## src/rtl/pulse_stretcher_if.sv

```systemverilog
// Signal bundle between a strobe source and the pulse stretcher.
// The source drives strobes and the overflow clear; the stretcher returns level, busy and overflow.
interface pulse_stretcher_if #(
  parameter int WIDTH = 2
);
  logic [WIDTH-1:0] pulse_in;
  logic             clear_overflow;
  logic [WIDTH-1:0] level_out;
  logic [WIDTH-1:0] busy;
  logic [WIDTH-1:0] overflow;

  modport master (
    output pulse_in, clear_overflow,
    input  level_out, busy, overflow
  );

  modport slave (
    input  pulse_in, clear_overflow,
    output level_out, busy, overflow
  );
endinterface

```

## src/rtl/pulse_stretcher.sv

```systemverilog
// Per-channel strobe-to-level stretcher: HIGH_CYCLES high, then at least LOW_CYCLES low,
// with a saturating pending counter so back-to-back strobes are replayed rather than merged.
module pulse_stretcher #(
  parameter int WIDTH       = 2,
  parameter int HIGH_CYCLES = 4,
  parameter int LOW_CYCLES  = 4,
  parameter int PEND_BITS   = 3
) (
  input  logic            clk,
  input  logic            async_nreset,
  pulse_stretcher_if.slave bus
);

  localparam int MAX_CYCLES = (HIGH_CYCLES > LOW_CYCLES) ? HIGH_CYCLES : LOW_CYCLES;
  localparam int CW         = $clog2(MAX_CYCLES + 1);

  localparam logic [CW-1:0]        HIGH_RELOAD = CW'(HIGH_CYCLES - 1);
  localparam logic [CW-1:0]        LOW_RELOAD  = CW'(LOW_CYCLES - 1);
  localparam logic [CW-1:0]        CNT_ONE     = CW'(1);
  localparam logic [PEND_BITS-1:0] PEND_ONE    = PEND_BITS'(1);
  localparam logic [PEND_BITS-1:0] PEND_MAX    = {PEND_BITS{1'b1}};

  typedef enum logic [1:0] {IDLE, HIGH, GAP} state_t;

  logic [WIDTH-1:0] level_vec;
  logic [WIDTH-1:0] busy_vec;
  logic [WIDTH-1:0] ovf_vec;

  genvar gi;
  generate
    for (gi = 0; gi < WIDTH; gi++) begin : g_chan
      state_t               state_reg, state_next;
      logic [CW-1:0]        cnt_reg, cnt_next;
      logic [PEND_BITS-1:0] pend_reg, pend_next;
      logic                 ovf_reg, ovf_next;
      logic                 level_reg;
      logic                 inc, dec, ovf_set;

      always_comb begin
        state_next = state_reg;
        cnt_next   = cnt_reg;
        pend_next  = pend_reg;
        inc        = 1'b0;
        dec        = 1'b0;
        ovf_set    = 1'b0;

        unique case (state_reg)
          IDLE: begin
            if (bus.pulse_in[gi]) begin
              state_next = HIGH;
              cnt_next   = HIGH_RELOAD;
            end
          end
          HIGH: begin
            inc = bus.pulse_in[gi];
            if (cnt_reg == '0) begin
              state_next = GAP;
              cnt_next   = LOW_RELOAD;
            end else begin
              cnt_next = cnt_reg - CNT_ONE;
            end
          end
          GAP: begin
            inc = bus.pulse_in[gi];
            if (cnt_reg == '0) begin
              if ((pend_reg != '0) || bus.pulse_in[gi]) begin
                state_next = HIGH;
                cnt_next   = HIGH_RELOAD;
                // With nothing queued, a strobe landing here is the restart itself.
                if (pend_reg != '0) dec = 1'b1;
                else                inc = 1'b0;
              end else begin
                state_next = IDLE;
              end
            end else begin
              cnt_next = cnt_reg - CNT_ONE;
            end
          end
          default: state_next = IDLE;
        endcase

        if (inc && !dec) begin
          if (pend_reg == PEND_MAX) ovf_set = 1'b1;
          else                      pend_next = pend_reg + PEND_ONE;
        end else if (dec && !inc) begin
          pend_next = pend_reg - PEND_ONE;
        end

        ovf_next = ovf_set | (ovf_reg & ~bus.clear_overflow);
      end

      always_ff @(posedge clk or negedge async_nreset) begin
        if (!async_nreset) begin
          state_reg <= IDLE;
          cnt_reg   <= '0;
          pend_reg  <= '0;
          ovf_reg   <= 1'b0;
          level_reg <= 1'b0;
        end else begin
          state_reg <= state_next;
          cnt_reg   <= cnt_next;
          pend_reg  <= pend_next;
          ovf_reg   <= ovf_next;
          level_reg <= (state_next == HIGH);
        end
      end

      assign level_vec[gi] = level_reg;
      assign busy_vec[gi]  = (state_reg != IDLE) | (pend_reg != '0);
      assign ovf_vec[gi]   = ovf_reg;
    end
  endgenerate

  assign bus.level_out = level_vec;
  assign bus.busy      = busy_vec;
  assign bus.overflow  = ovf_vec;

endmodule

```

## src/flat_wrapper.sv

```systemverilog
// flat-port wrapper written by rule: the top's interface ports become plain ports
module pulse_stretcher_flat 
#(
  parameter int WIDTH       = 2,
  parameter int HIGH_CYCLES = 4,
  parameter int LOW_CYCLES  = 4,
  parameter int PEND_BITS   = 3
)
  (clk, async_nreset, bus_pulse_in, bus_clear_overflow, bus_level_out, bus_busy, bus_overflow);
  pulse_stretcher_if #(.WIDTH(WIDTH)) bus_i ();
  input  logic clk;
  input  logic async_nreset;
  input wire logic [$bits(bus_i.pulse_in)-1:0] bus_pulse_in;
  input wire logic [$bits(bus_i.clear_overflow)-1:0] bus_clear_overflow;
  output wire logic [$bits(bus_i.level_out)-1:0] bus_level_out;
  output wire logic [$bits(bus_i.busy)-1:0] bus_busy;
  output wire logic [$bits(bus_i.overflow)-1:0] bus_overflow;
  assign bus_i.pulse_in = bus_pulse_in;
  assign bus_i.clear_overflow = bus_clear_overflow;
  assign bus_level_out = bus_i.level_out;
  assign bus_busy = bus_i.busy;
  assign bus_overflow = bus_i.overflow;
  pulse_stretcher #(.WIDTH(WIDTH), .HIGH_CYCLES(HIGH_CYCLES), .LOW_CYCLES(LOW_CYCLES), .PEND_BITS(PEND_BITS)) u_core (.clk(clk), .async_nreset(async_nreset), .bus(bus_i));
endmodule
```

## config.mk

```make
export PLATFORM = sky130hd
export DESIGN_NAME = pulse_stretcher_flat
export DESIGN_NICKNAME = d
export VERILOG_FILES = /design/src/rtl/pulse_stretcher_if.sv /design/src/rtl/pulse_stretcher.sv /design/src/flat_wrapper.sv
export SDC_FILE = /design/constraint.sdc
export NUM_CORES = 1
export LEC_CHECK = 0
export ABC_CLOCK_PERIOD_IN_PS = 2300
export CELL_PAD_IN_SITES_DETAIL_PLACEMENT = 1
export CELL_PAD_IN_SITES_GLOBAL_PLACEMENT = 1
export CORE_MARGIN = 2
export CORE_UTILIZATION = 42
export CTS_BUF_LIST = sky130_fd_sc_hd__clkbuf_8
export CTS_CLUSTER_DIAMETER = 50
export DETAILED_ROUTE_END_ITERATION = 10
export PLACE_DENSITY_LB_ADDON = 0.1
export SYNTH_ARGS = -nofsm -noshare
export SYNTH_HDL_FRONTEND = slang
export SYNTH_SLANG_ARGS = --single-unit
```

## constraint.sdc

```tcl
create_clock -name clk -period 2.3 [get_ports clk]
set_input_delay 0.69 -clock clk [delete_from_list [all_inputs] [get_ports clk]]
set_output_delay 0.69 -clock clk [all_outputs]
set_load 0.03 [all_outputs]
```

==> results.sh <==
export IMPL_status="finished, violations left"
export IMPL_violations="setup timing"
export IMPL_hp_start="u_core.g_chan[0].cnt_reg[1]"
export IMPL_layout_drive_gt1_share_pct=28.1
export IMPL_p_leak_nw=0.830
export IMPL_first_global_vias=1394
export IMPL_cts_htree_levels=1
export IMPL_area_delta_synth_final_pct=29.0
export IMPL_die_h_um=62.4
export IMPL_place_inst=223
export IMPL_port_buffers=10
export IMPL_synth_flop_cell="dfrtp_1"
export IMPL_synth_seq_area_share_pct=34.9
export IMPL_yosysWarnings=0
export IMPL_powerDensity_mw_per_mm2=1380
export IMPL_synth_common_cells="dfrtp_1 (20), nand2_1 (18), inv_1 (16)"
export IMPL_fin_cells=231
export IMPL_finalCriticalPeriod_ns=2.38
export IMPL_cts_root_buffer="clkbuf_8"
export IMPL_startpoint="u_core.g_chan[1].state_reg[1]"
export IMPL_remaining_drc_errors=0
export IMPL_critical_path_class="reg -> reg"
export IMPL_ys_ff_latch=20
export IMPL_overflow=0
export IMPL_grt_pass1_wl_um=6390
export IMPL_path_delay_family="compound AO/OA/AOI/OAI gates"
export IMPL_slew_headroom_pct=68.3
export IMPL_drt_iter0_drc=68
export IMPL_cts_sinks=20
export IMPL_drv_slew=0
export IMPL_finish_utilization_pct=55.9
export IMPL_path_buf_inv=0
export IMPL_start_util_pct=43.3
export IMPL_clkLatencyLatePin_ns=0.27
export IMPL_placed_cell_area_mm2=0.00171
export IMPL_cp_slowest_cell="fa_2"
export IMPL_yosys_cell_types_count=46
export IMPL_whs_ns=0.524
export IMPL_hold_viol=0
export IMPL_wl_per_cell_um=15.8
export IMPL_syn_inst=151
export IMPL_r2r_cells=7
export IMPL_crit_chain="ha_4 > and3b_2 > a2111o_1 > fa_2 > nand2_2 > mux2i_2 > a311o_1"
export IMPL_viasPerCell=5.53
export IMPL_vdd_ir_drop_worst_mv=0.470
export IMPL_cts_tree="built"
export IMPL_clock_fmax_ghz=0.420
export IMPL_synth_avg_cell_area_um2=9.50
export IMPL_fin_nets=206
export IMPL_setup_slack_ns=-0.0831
export IMPL_antennaDiodeCount=0
export IMPL_core_mm2=0.00331
export IMPL_clk_path_buf_depth=2
export IMPL_worstMarginPinSlew_ns=0.472
export IMPL_synth_most_common_cell="dfrtp_1"
export IMPL_required_ns=2.46
export IMPL_synth_edf_count=0
export IMPL_cts_made_buffers=3
export IMPL_synth_fp_nets=171
export IMPL_hp_class="reg -> reg"
export IMPL_setup_violations=1
export IMPL_antenna_found_initial=0
export IMPL_io_pins=11
export IMPL_num_rows=21
export IMPL_fin_worst_skew_ns=0.00219
export IMPL_netlist_top_cell_by_area="dfrtp_1"
export IMPL_gp_congestion=0.738
export IMPL_antenna_left=0
export IMPL_start_kind="flop"
export IMPL_clk_pin_slew_ns=0.09
export IMPL_grt_start_max_net_pins=21
export IMPL_crit_fanout=4
export IMPL_routed_wl_um=3650
export IMPL_grt_usage_pct=20.6
export IMPL_tns_ns=-0.0831
export IMPL_min_path_cells=1
export IMPL_crit_arrival_ns=2.54
export IMPL_cp_depth=7
export IMPL_fin_area_mm2=0.00185
export IMPL_dr_pass1_iters=4
export IMPL_synthesis_area_mm2=0.00143
export IMPL_cap_violations=0
export IMPL_rsz0062_at_grt="yes"
export IMPL_cp_slowest_stage_delay_ns=0.49
export IMPL_die_w_um=62.4
export IMPL_synthArstFlopShare_pct=100
export IMPL_period_share_pct=104
export IMPL_synth_area_leaders="dfrtp_1 (35%), ha_1 (11%), nand2_1 (4.7%)"
export IMPL_synth_top_area_share_pct=34.9
export IMPL_timing_rr_start="u_core.g_chan[1].state_reg[1]"
export IMPL_dp_hpwl_um=2660
export IMPL_cp_end_kind="flop"
export IMPL_dieArea_mm2=0.00390
export IMPL_vias=1277
-- final timing paths --
path | slack (ns) | endpoint
setup / recovery | -0.08 | u_core.g_chan[1].pend_reg[1]
hold / removal | 0.52 | u_core.g_chan[0].cnt_reg[1]
setup reg to reg | -0.08 | u_core.g_chan[1].pend_reg[1]
hold reg to reg | 0.52 | u_core.g_chan[0].cnt_reg[1]
max in group asynchronous | 1.30 | u_core.g_chan[1].state_reg[1]
min in group asynchronous | 0.76 | u_core.g_chan[0].pend_reg[1]
-- stage by stage --
step	power [mW]	setup slack [ns]
2_1_floorplan	1.59	-0.151
3_3_place_gp	1.97	-0.321
3_5_place_dp	2.07	-0.402
4_1_cts	2.48	-0.141
5_1_grt	2.78	-0.138
6_report	2.55	-0.0831
-- cell type report --
cell class	count	area (um^2)
clock inverter	1	30.0
clock buffer	3	41.3
sequential	20	502
inverter	16	60.1
fill	405	1460
timing repair buffer	39	314
tap	46	57.6
multi-input combinational	106	845
-- metal layers --
metal / GRT usage, % / wire (um) / share of wire (%) / up-vias
li1: - / - / - / 599
met1: 25.4 / 1510 / 41 / 641
met2: 36.2 / 1940 / 53 / 29
met3: 3.06 / 125 / 3.4 / 8
met4: 8.06 / 76 / 2.1 / 0
met5: 0 / 0 / 0 / -
-- timing repair --
action	CTS	global route
resized for setup	8	8
setup endpoints to repair	3	3
buffers inserted	2	2
pin swaps	5	8
hold buffers	0	0
-- power by group --
part	switching, mW	total (mW)	internal (mW)
registers	0.0937	0.591	0.497
clock network	0.142	0.375	0.233
logic	0.847	1.59	0.739
-- cell usage in the layout, fill, tap and decap left out, types with 4 or more instances in the layout --
cell and instances:
a21oi_1 4, buf_4 29, clkdlybuf4s50_1 7, dfrtp_1 19
ha_1 10, inv_1 12, inv_2 4, mux2i_1 4
nand2_1 16, nor2_1 6, nor2b_1 4, o21ai_0 6
-- logic make-up (layout without fill, tap and decap cells) --
logic type	count (synthesis)	in the layout	share of synthesized area (%)
fa+ha+maj	15	15	14.1
compound gates	39	39	20.9
simple gates	43	43	14.8
flops	20	20	34.9
mux	7	7	5.06
xor+xnor	2	2	1.22
buf+inv	25	59	8.99
Power figures use the tool's default switching activity.
